<file path="src/rtl/hazard_pkg.sv">
`default_nettype none
// ============================================================================
//  Module      : hazard_pkg
//  Description : Shared types, constants and helpers for the OTTER hazard
//                scoreboard (entry record, bubble constant, select width).
//  Revision    : 1.0 - initial release
// ============================================================================
package hazard_pkg;

  // Widest register address an entry can hold; narrower addresses are
  // zero-extended into the dest field.
  localparam int SB_DEST_W = 5;

  typedef struct packed {
    logic                 valid;
    logic                 we;
    logic                 is_load;
    logic [SB_DEST_W-1:0] dest;
  } sb_entry_t;

  // An empty pipeline slot: nothing in flight, matches no reader.
  localparam sb_entry_t SB_BUBBLE = '{valid: 1'b0, we: 1'b0, is_load: 1'b0, dest: '0};

  // Bits needed to encode 0 (register file) plus stages 1..n.
  function automatic int sel_width(input int n);
    int w;
    w = 1;
    for (int i = 0; i < 31; i++) begin
      if ((1 << i) < (n + 1)) w = i + 1;
    end
    return w;
  endfunction

endpackage
`default_nettype wire

</file>
<file path="src/rtl/hazard_scoreboard_fwd_port_select.sv">
`default_nettype none
// ============================================================================
//  Module      : fwd_port_select
//  Description : Per-read-port forwarding source selection. Picks the
//                youngest in-flight writer of the read register and flags a
//                load whose data is not yet forwardable.
//  Revision    : 1.0 - initial release
// ============================================================================
module fwd_port_select
  import hazard_pkg::*;
#(
  parameter int NUM_STAGES       = 3,
  parameter int LOAD_READY_STAGE = 2,
  parameter int SEL_W            = sel_width(NUM_STAGES)
) (
  input  logic                             read_use_i,
  input  logic [SB_DEST_W-1:0]             read_reg_i,
  input  sb_entry_t [NUM_STAGES-1:0]       entries_i,
  output logic [SEL_W-1:0]                 sel_o,
  output logic                             hazard_o
);

  // Scan from youngest (stage 1) to oldest; the first writer hit wins.
  always_comb begin
    logic found;
    found    = 1'b0;
    sel_o    = '0;
    hazard_o = 1'b0;
    if (read_use_i && (read_reg_i != '0)) begin
      for (int k = 0; k < NUM_STAGES; k++) begin
        if (!found && entries_i[k].valid && entries_i[k].we &&
            (entries_i[k].dest != '0) && (entries_i[k].dest == read_reg_i)) begin
          found    = 1'b1;
          sel_o    = SEL_W'(k + 1);
          hazard_o = entries_i[k].is_load && ((k + 1) < LOAD_READY_STAGE);
        end
      end
    end
  end

endmodule
`default_nettype wire

</file>
<file path="src/rtl/hazard_scoreboard.sv">
`default_nettype none
// ============================================================================
//  Module      : hazard_scoreboard
//  Description : Forwarding and load-use hazard unit for the pipelined OTTER
//                core. Shift-register scoreboard of in-flight writers (entry 1
//                = EX ... entry NUM_STAGES = WB) with per-port forward select.
//                Optional macro HAZ_PERF_EN adds saturating stall/forward
//                event counters.
//  Revision    : 1.0 - initial release
// ============================================================================
module hazard_scoreboard
  import hazard_pkg::*;
#(
  parameter int NUM_STAGES       = 3,
  parameter int NUM_READ         = 2,
  parameter int REG_ADDR_W       = 5,
  parameter int LOAD_READY_STAGE = 2,
  parameter int SEL_W            = sel_width(NUM_STAGES)
) (
  input  logic                           clk_i,
  input  logic                           rst_i,
  input  logic                           hold_i,
  input  logic                           flush_i,
  input  logic                           issue_valid_i,
  input  logic                           issue_we_i,
  input  logic                           issue_is_load_i,
  input  logic [REG_ADDR_W-1:0]          issue_dest_i,
  input  logic [NUM_READ-1:0]            read_use_i,
  input  logic [NUM_READ*REG_ADDR_W-1:0] read_reg_i,
  output logic [NUM_READ*SEL_W-1:0]      fwd_sel_o,
`ifdef HAZ_PERF_EN
  output logic [31:0]                    stall_cnt_o,
  output logic [31:0]                    fwd_cnt_o,
`endif
  output logic                           stall_o
);

  sb_entry_t [NUM_STAGES-1:0] entries_q;
  sb_entry_t [NUM_STAGES-1:0] entries_d;
  sb_entry_t                  issue_entry;
  logic [NUM_READ-1:0]        port_hazard;
  logic                       stall;

  generate
    for (genvar p = 0; p < NUM_READ; p++) begin : g_port
      fwd_port_select #(
        .NUM_STAGES       (NUM_STAGES),
        .LOAD_READY_STAGE (LOAD_READY_STAGE),
        .SEL_W            (SEL_W)
      ) u_sel (
        .read_use_i (read_use_i[p]),
        .read_reg_i (SB_DEST_W'(read_reg_i[p*REG_ADDR_W +: REG_ADDR_W])),
        .entries_i  (entries_q),
        .sel_o      (fwd_sel_o[p*SEL_W +: SEL_W]),
        .hazard_o   (port_hazard[p])
      );
    end
  endgenerate

  assign stall   = |port_hazard;
  assign stall_o = stall;

  // Next scoreboard contents: shift toward WB and insert the decode
  // instruction, or a single bubble when stalled, flushed or idle.
  always_comb begin
    entries_d   = entries_q;
    issue_entry = SB_BUBBLE;
    if (issue_valid_i && !flush_i && !stall) begin
      issue_entry = '{valid: 1'b1, we: issue_we_i, is_load: issue_is_load_i,
                      dest: SB_DEST_W'(issue_dest_i)};
    end
    if (!hold_i) begin
      for (int k = NUM_STAGES - 1; k > 0; k--) begin
        entries_d[k] = entries_q[k-1];
      end
      entries_d[0] = issue_entry;
    end
  end

  // Scoreboard register; reset drops every in-flight writer.
  always_ff @(posedge clk_i) begin
    if (rst_i) entries_q <= {NUM_STAGES{SB_BUBBLE}};
    else       entries_q <= entries_d;
  end

`ifdef HAZ_PERF_EN
  logic [31:0] stall_cnt_q, stall_cnt_d;
  logic [31:0] fwd_cnt_q, fwd_cnt_d;

  // Saturating event counts over cycles where the pipeline advances.
  always_comb begin
    stall_cnt_d = stall_cnt_q;
    fwd_cnt_d   = fwd_cnt_q;
    if (!hold_i) begin
      if (stall && !(&stall_cnt_q)) stall_cnt_d = stall_cnt_q + 32'd1;
      if (!stall && (|fwd_sel_o) && !(&fwd_cnt_q)) fwd_cnt_d = fwd_cnt_q + 32'd1;
    end
  end

  // Counter registers, cleared by reset.
  always_ff @(posedge clk_i) begin
    if (rst_i) begin
      stall_cnt_q <= '0;
      fwd_cnt_q   <= '0;
    end else begin
      stall_cnt_q <= stall_cnt_d;
      fwd_cnt_q   <= fwd_cnt_d;
    end
  end

  assign stall_cnt_o = stall_cnt_q;
  assign fwd_cnt_o   = fwd_cnt_q;
`endif

endmodule
`default_nettype wire

</file>
<file path="config.mk">
export PLATFORM = sky130hd
export DESIGN_NAME = hazard_scoreboard
export DESIGN_NICKNAME = d
export VERILOG_FILES = /design/src/rtl/hazard_pkg.sv /design/src/rtl/hazard_scoreboard_fwd_port_select.sv /design/src/rtl/hazard_scoreboard.sv
export SDC_FILE = /design/constraint.sdc
export NUM_CORES = 1
export LEC_CHECK = 0
export CORE_UTILIZATION = 46
export CTS_CLUSTER_DIAMETER = 100
export DETAILED_ROUTE_END_ITERATION = 10
export PLACE_DENSITY = 0.8
export SLEW_MARGIN = 20
export SYNTH_ARGS = -nofsm -noshare
export SYNTH_HDL_FRONTEND = slang
export SYNTH_HIERARCHICAL = 1
export SYNTH_SLANG_ARGS = --single-unit
</file>
<file path="constraint.sdc">
create_clock -name clk_i -period 2.6 [get_ports clk_i]
set_input_delay 0.52 -clock clk_i [delete_from_list [all_inputs] [get_ports clk_i]]
set_output_delay 0.52 -clock clk_i [all_outputs]
set_load 0.05 [all_outputs]
</file>
==> run metrics, run 1 <==
Final HPWL DP 2888 microns; share of post-route cells with drive strength above 1 0.2512; Final Power 677.1 uW; Hold Crit Class flop to flop; final WL 3813 microns; Slew headroom 0.6757; part of the cycle the worst path needs 0.9748; Largest regs entries_q x22; Period minus WS final 2.534 ns; GPL Wtd Cong about 0.90; Reg2Reg Setup Slack about 0.57 ns; reg-to-reg startpoint entries_q[3]; placed inst area around 1900 sq um; failing checks DRC; sequential cell area roughly 450 sq um; Port Buf Inserts 28; VDD IR max 0.0002310 V; chip height 57.32 microns; Clock transition at path regs approximately 0.13 ns; Hold Path Sink entries_q[5]; Area Overhead vs Synth 39.82%; die area 3285 sq um; final hold violations 0; RSZ-0062 raised after global routing no; Syn Inst Count ~160; Core Region 2829 sq um; htree depth 1; crit path DAT between 2 and 2.5 ns; status finished, violations left; DR vias 1,343; Global Route Usage Sum 0.2442; initial cell density of the core 0.4976; syn_nets 185; n_diodes 0; Largest register FFs 22; first-pass GRT wire length 6168 microns; violation count after the first detailed-route iteration 48; HP Start entries_q[5]; Post-Layout Inst Area 1968 sq um; wire per inst 16.29 microns; nets 228; WS Path Type flop to output pin; P per Cell Area 344.1 nW/um^2; worst r2r dst entries_q[7]; CP endpoint kind output pin; Detail Route Antenna Nets 0; fmax 0.3946 GHz; final setup fails 0; Max FO, Critical Path 4; drt via density approximately 5.7; latest clock arrival within the worst-skew pair ~0.30 ns; Data required, critical path between 2 and 2.5 ns; Worst Reg2Reg Path Length in Cells 7; largest net degree at the start of global routing 15; synth warn 6; Remaining DRCs 3; Num CTS Buffers 3; Hold Buf Count CTS 0; multi-input logic area 952.2 sq um; Pre-Repair DR Iteration Count 7; CP startpoint kind flop; antenna violations before repair 0; Fin Hold WS approximately 0.52 ns; Mean Syn Cell Area roughly 8.7 sq um; worst clock skew 0.007911 ns; Syn Std Cell Area 1408 sq um; Max Cap Viol 0; # IOs 29; vias in the first global route roughly 1,400; Biggest register entries_q; gr ovfl total 0; Clock Tree Buf Depth 2; Layout Cells excl Fill 234; Die W 57.32 microns; clock sink count 22; cell count of the worst hold path 1; standard-cell rows 19; fill count 226; worst-margin pin slew between 0.4 and 0.5 ns; TritonCTS clock tree done; dpl cells 227; Leakage 0.8442 nW; clk root buf clkbuf_4; Final Max Tran Viols 0; post-layout util 0.6957
stage by stage:
step	worst slack, ns	TNS (ns)
floorplan	0.1988	0
global placement	-0.06682	-0.1948
detailed placement	-0.1626	-0.6493
CTS	-0.008434	-0.008434
global route	0.002614	0
finish	0.06560	0
layout by cell type (no fill, tap or decap), types with 2 or more instances in the layout:
master	instances
dfxtp_1	19
a22o_1	3
nor2_1	14
and4_1	2
inv_1	4
or4_4	2
a211o_1	2
clkbuf_4	3
buf_4	20
a211oi_2	2
nand3_1	6
buf_12	5
o21ai_0	2
dlygate4sd2_1	8
xnor2_1	8
a21oi_2	2
o21bai_1	2
nand2_1	6
nor3_1	4
a32o_1	6
a21boi_1	2
nor4_1	5
nor3_2	4
xor2_1	16
clkdlybuf4s50_1	13
or2_2	2
nor2b_1	10
nor4_2	2
and3_4	2
mux2i_1	14
and3_1	2
dfxtp_4	2
per-layer routing:
layer	track usage	share of wire
met2	0.4555	0.52
met3	0.02268	0.043
met1	0.2785	0.40
met5	0	0
met4	0.1150	0.029
area by class of cell:
| cell class | instances | share of cell area |
|---|---|---|
| tap | 31 | 0.01971 |
| sequential | 22 | 0.2282 |
| multi-input combinational | 124 | 0.4838 |
| timing repair buffer | 48 | 0.2403 |
| clock buffer | 4 | 0.01844 |
| inverter | 5 | 0.009536 |
critical path, stage by stage, from the launching register on:
cell and delay, ns:
dfxtp_4 0.38, or4_4 0.54, a21oi_2 0.17, nor3_2 0.07, and3_4 0.18, or2_4 0.23
buf_12 0.15
worst max-delay path by stage:
stage | to | start | slack [ns] | cells past startpoint
after floorplan | fwd_sel_o[1] | read_reg_i[3] | 0.20 | 5
after global placement | stall_o | read_reg_i[5] | -0.07 | 6
after detailed placement | fwd_sel_o[1] | read_reg_i[1] | -0.16 | 7
after CTS | fwd_sel_o[0] | read_reg_i[4] | -0.008 | 7
after global routing | fwd_sel_o[2] | entries_q[3] | 0.003 | 6
final | stall_o | entries_q[3] | 0.07 | 6
repair_timing:
item | in CTS | in global routing
cloned | 0 | 0
setup endpoints to repair | 5 | 4
pin swaps | 6 | 8
setup buffers | 3 | 0
gates resized for setup | 23 | 9
power by group:
part           internal, mW  switching, mW
clock network        0.0853          0.103
logic                0.0774         0.0627
registers             0.341        0.00792
(Power assumes the default switching activity.)
==> run 2, diff against run 1 <==
- clock period: 2.6 -> 3.25 ns (I/O delays scaled with it)
==> run 2 against run 1 <==
Against the previous run: largest power group unchanged; the run still ends with DRC left; count of clock-buffer cells in the layout fell by 1; sequential cell count unchanged; highest routed layer unchanged; wire length shrank 6.3%; critical path type is now input port to output pin; sequential power fell by 20%; first-iteration DRC count decreased by 33%; worst setup slack improved by 0.070 ns; die area did not move; critical path depth up 1; register-to-register slack improved by 0.72 ns; combinational power shrank 30%; clock power down 33%.
==> run metrics, run 2 (same netlist as run 1, synthesis figures left out) <==
status finished, violations left; failing checks DRC; clk root buf clkbuf_4; RSZ-0062 raised after global routing no; sequential cell area 440.4 sq um (-1.9%); final hold violations 0 (unchanged); Slew headroom 0.5180 (-0.1578); n_diodes 0 (unchanged); htree depth 1 (unchanged); Port Buf Inserts 28 (unchanged); CP startpoint kind input port; clock sink count 22 (unchanged); nets 213 (-6.6%); Core Region 2829 sq um (unchanged); wire per inst 16.39 microns (+0.56%); worst r2r dst entries_q[6]; Final Power 504.7 uW (-25%); die area 3285 sq um (unchanged); Die W 57.32 microns (unchanged); DR vias 1,295 (-3.6%); Period minus WS final 3.114 ns; drt via density 5.940 (+3.5%); Clock Tree Buf Depth 2 (unchanged); Worst Reg2Reg Path Length in Cells 6 (-1); Max FO, Critical Path 5 (+1); Hold Buf Count CTS 0 (unchanged); reg-to-reg startpoint entries_q[2]; multi-input logic area 884.6 sq um (-7.1%); Area Overhead vs Synth 25.96%; Reg2Reg Setup Slack 1.29 ns (+0.72 ns); Pre-Repair DR Iteration Count 7 (unchanged); initial cell density of the core 0.4976 (unchanged); part of the cycle the worst path needs 0.9582; Detail Route Antenna Nets 0 (unchanged); violation count after the first detailed-route iteration 32 (-33%); Final WS setup 0.1357 ns (+0.07011 ns); final setup TNS 0 ns (unchanged); crit path DAT 2.46 ns (+0.45 ns); # IOs 29 (unchanged); P per Cell Area 284.6 nW/um^2 (-17%); Final Max Tran Viols 0 (unchanged); Hold Crit Class flop to flop; TritonCTS clock tree done; Biggest register entries_q; worst clock skew 0.006634 ns (-0.001277 ns); Leakage 0.7396 nW (-12%); first-pass GRT wire length 5768 microns (-6.5%); Final HPWL DP 2785 microns (-3.6%); largest net degree at the start of global routing 19 (+4); Data required, critical path 2.60 ns (+0.52 ns); fill count 237 (+4.9%); dpl cells 215 (-5.3%); fmax roughly 0.32 GHz; final WL 3572 microns (-6.3%); Remaining DRCs 1 (-2); share of post-route cells with drive strength above 1 0.1016 (-0.1496); Max Cap Viol 0 (unchanged); final setup fails 0 (unchanged); Clock transition at path regs 0.13 ns (about the same); antenna violations before repair 0 (unchanged); VDD IR max 0.0002623 V (+14%); CP endpoint kind output pin; GPL Wtd Cong 0.9351 (+3.4%); Num CTS Buffers 3 (unchanged); Layout Cells excl Fill 218 (-6.8%); Worst Setup EP stall_o; WS Path Type input port to output pin; gr ovfl total 0 (unchanged); commonest non-fill, non-tap cell in the layout clkdlybuf4s50_1; Largest register FFs 22 (unchanged); CP startpoint read_reg_i[0]; Largest regs entries_q x22; DP Worst Slack 0.1453 ns (+0.3079 ns); Global Route Usage Sum 0.2287 (-0.01545); chip height 57.32 microns (unchanged); most frequent cells in the layout clkdlybuf4s50_1, dfxtp_1, xor2_1; standard-cell rows 19 (unchanged); worst-margin pin slew 0.7208 ns (+0.2354 ns); latest clock arrival within the worst-skew pair 0.31 ns (about the same); vias in the first global route 1,244 (-12%)
[run 2: worst max-delay path: stages]
cell and delay, ns:
clkdlybuf4s50_1 0.54, xor2_1 0.20, a211o_1 0.25, nor3_1 0.27
and3_2 0.27, or2_2 0.15, buf_12 0.13
[run 2: repair_timing]
action	CTS	global route
setup endpoints to repair	0	1
gates resized for setup	0	1
setup buffers	0	0
hold endpoints to repair	0	0
[run 2: metrics by stage]
step                instance area [sq um]    util  hold WS, ns
detailed placement                   1750  0.6188       0.4895
global placement                     1750  0.6188       0.4729
global route                         1773  0.6267       0.5539
finish                               1773  0.6267       0.5148
CTS                                  1773  0.6267       0.5150
floorplan                            1408       -       0.4465
[run 2: cell type report]
type	count	share of cell area
Clock buffer	3	0.01270
Inverter	5	0.01059
Multi-Input combinational cell	124	0.4989
Sequential cell	22	0.2484
Tap cell	31	0.02188
Timing Repair Buffer	33	0.2075
[run 2: report_power, final]
part | total, mW | internal, mW | switching, mW
clock | 0.126 | 0.0433 | 0.0831
combinational | 0.0979 | 0.0535 | 0.0444
sequential | 0.280 | 0.274 | 0.00650
total | 0.505 | 0.371 | 0.134
[run 2: worst min-delay path by stage]
stage,endpoint,cells after the start,from
2_1_floorplan,entries_q[5],1,entries_q[5]
3_3_place_gp,entries_q[5],1,entries_q[5]
3_5_place_dp,entries_q[5],1,entries_q[5]
4_1_cts,entries_q[5],1,entries_q[5]
5_1_grt,entries_q[5],1,entries_q[5]
6_report,entries_q[5],1,entries_q[5]
[run 2: layer usage]
layer,GRT usage,routed length [microns]
met2,0.3916,1727
met1,0.2898,1534
met4,0.09756,77
met3,0.02948,233
met5,0,0
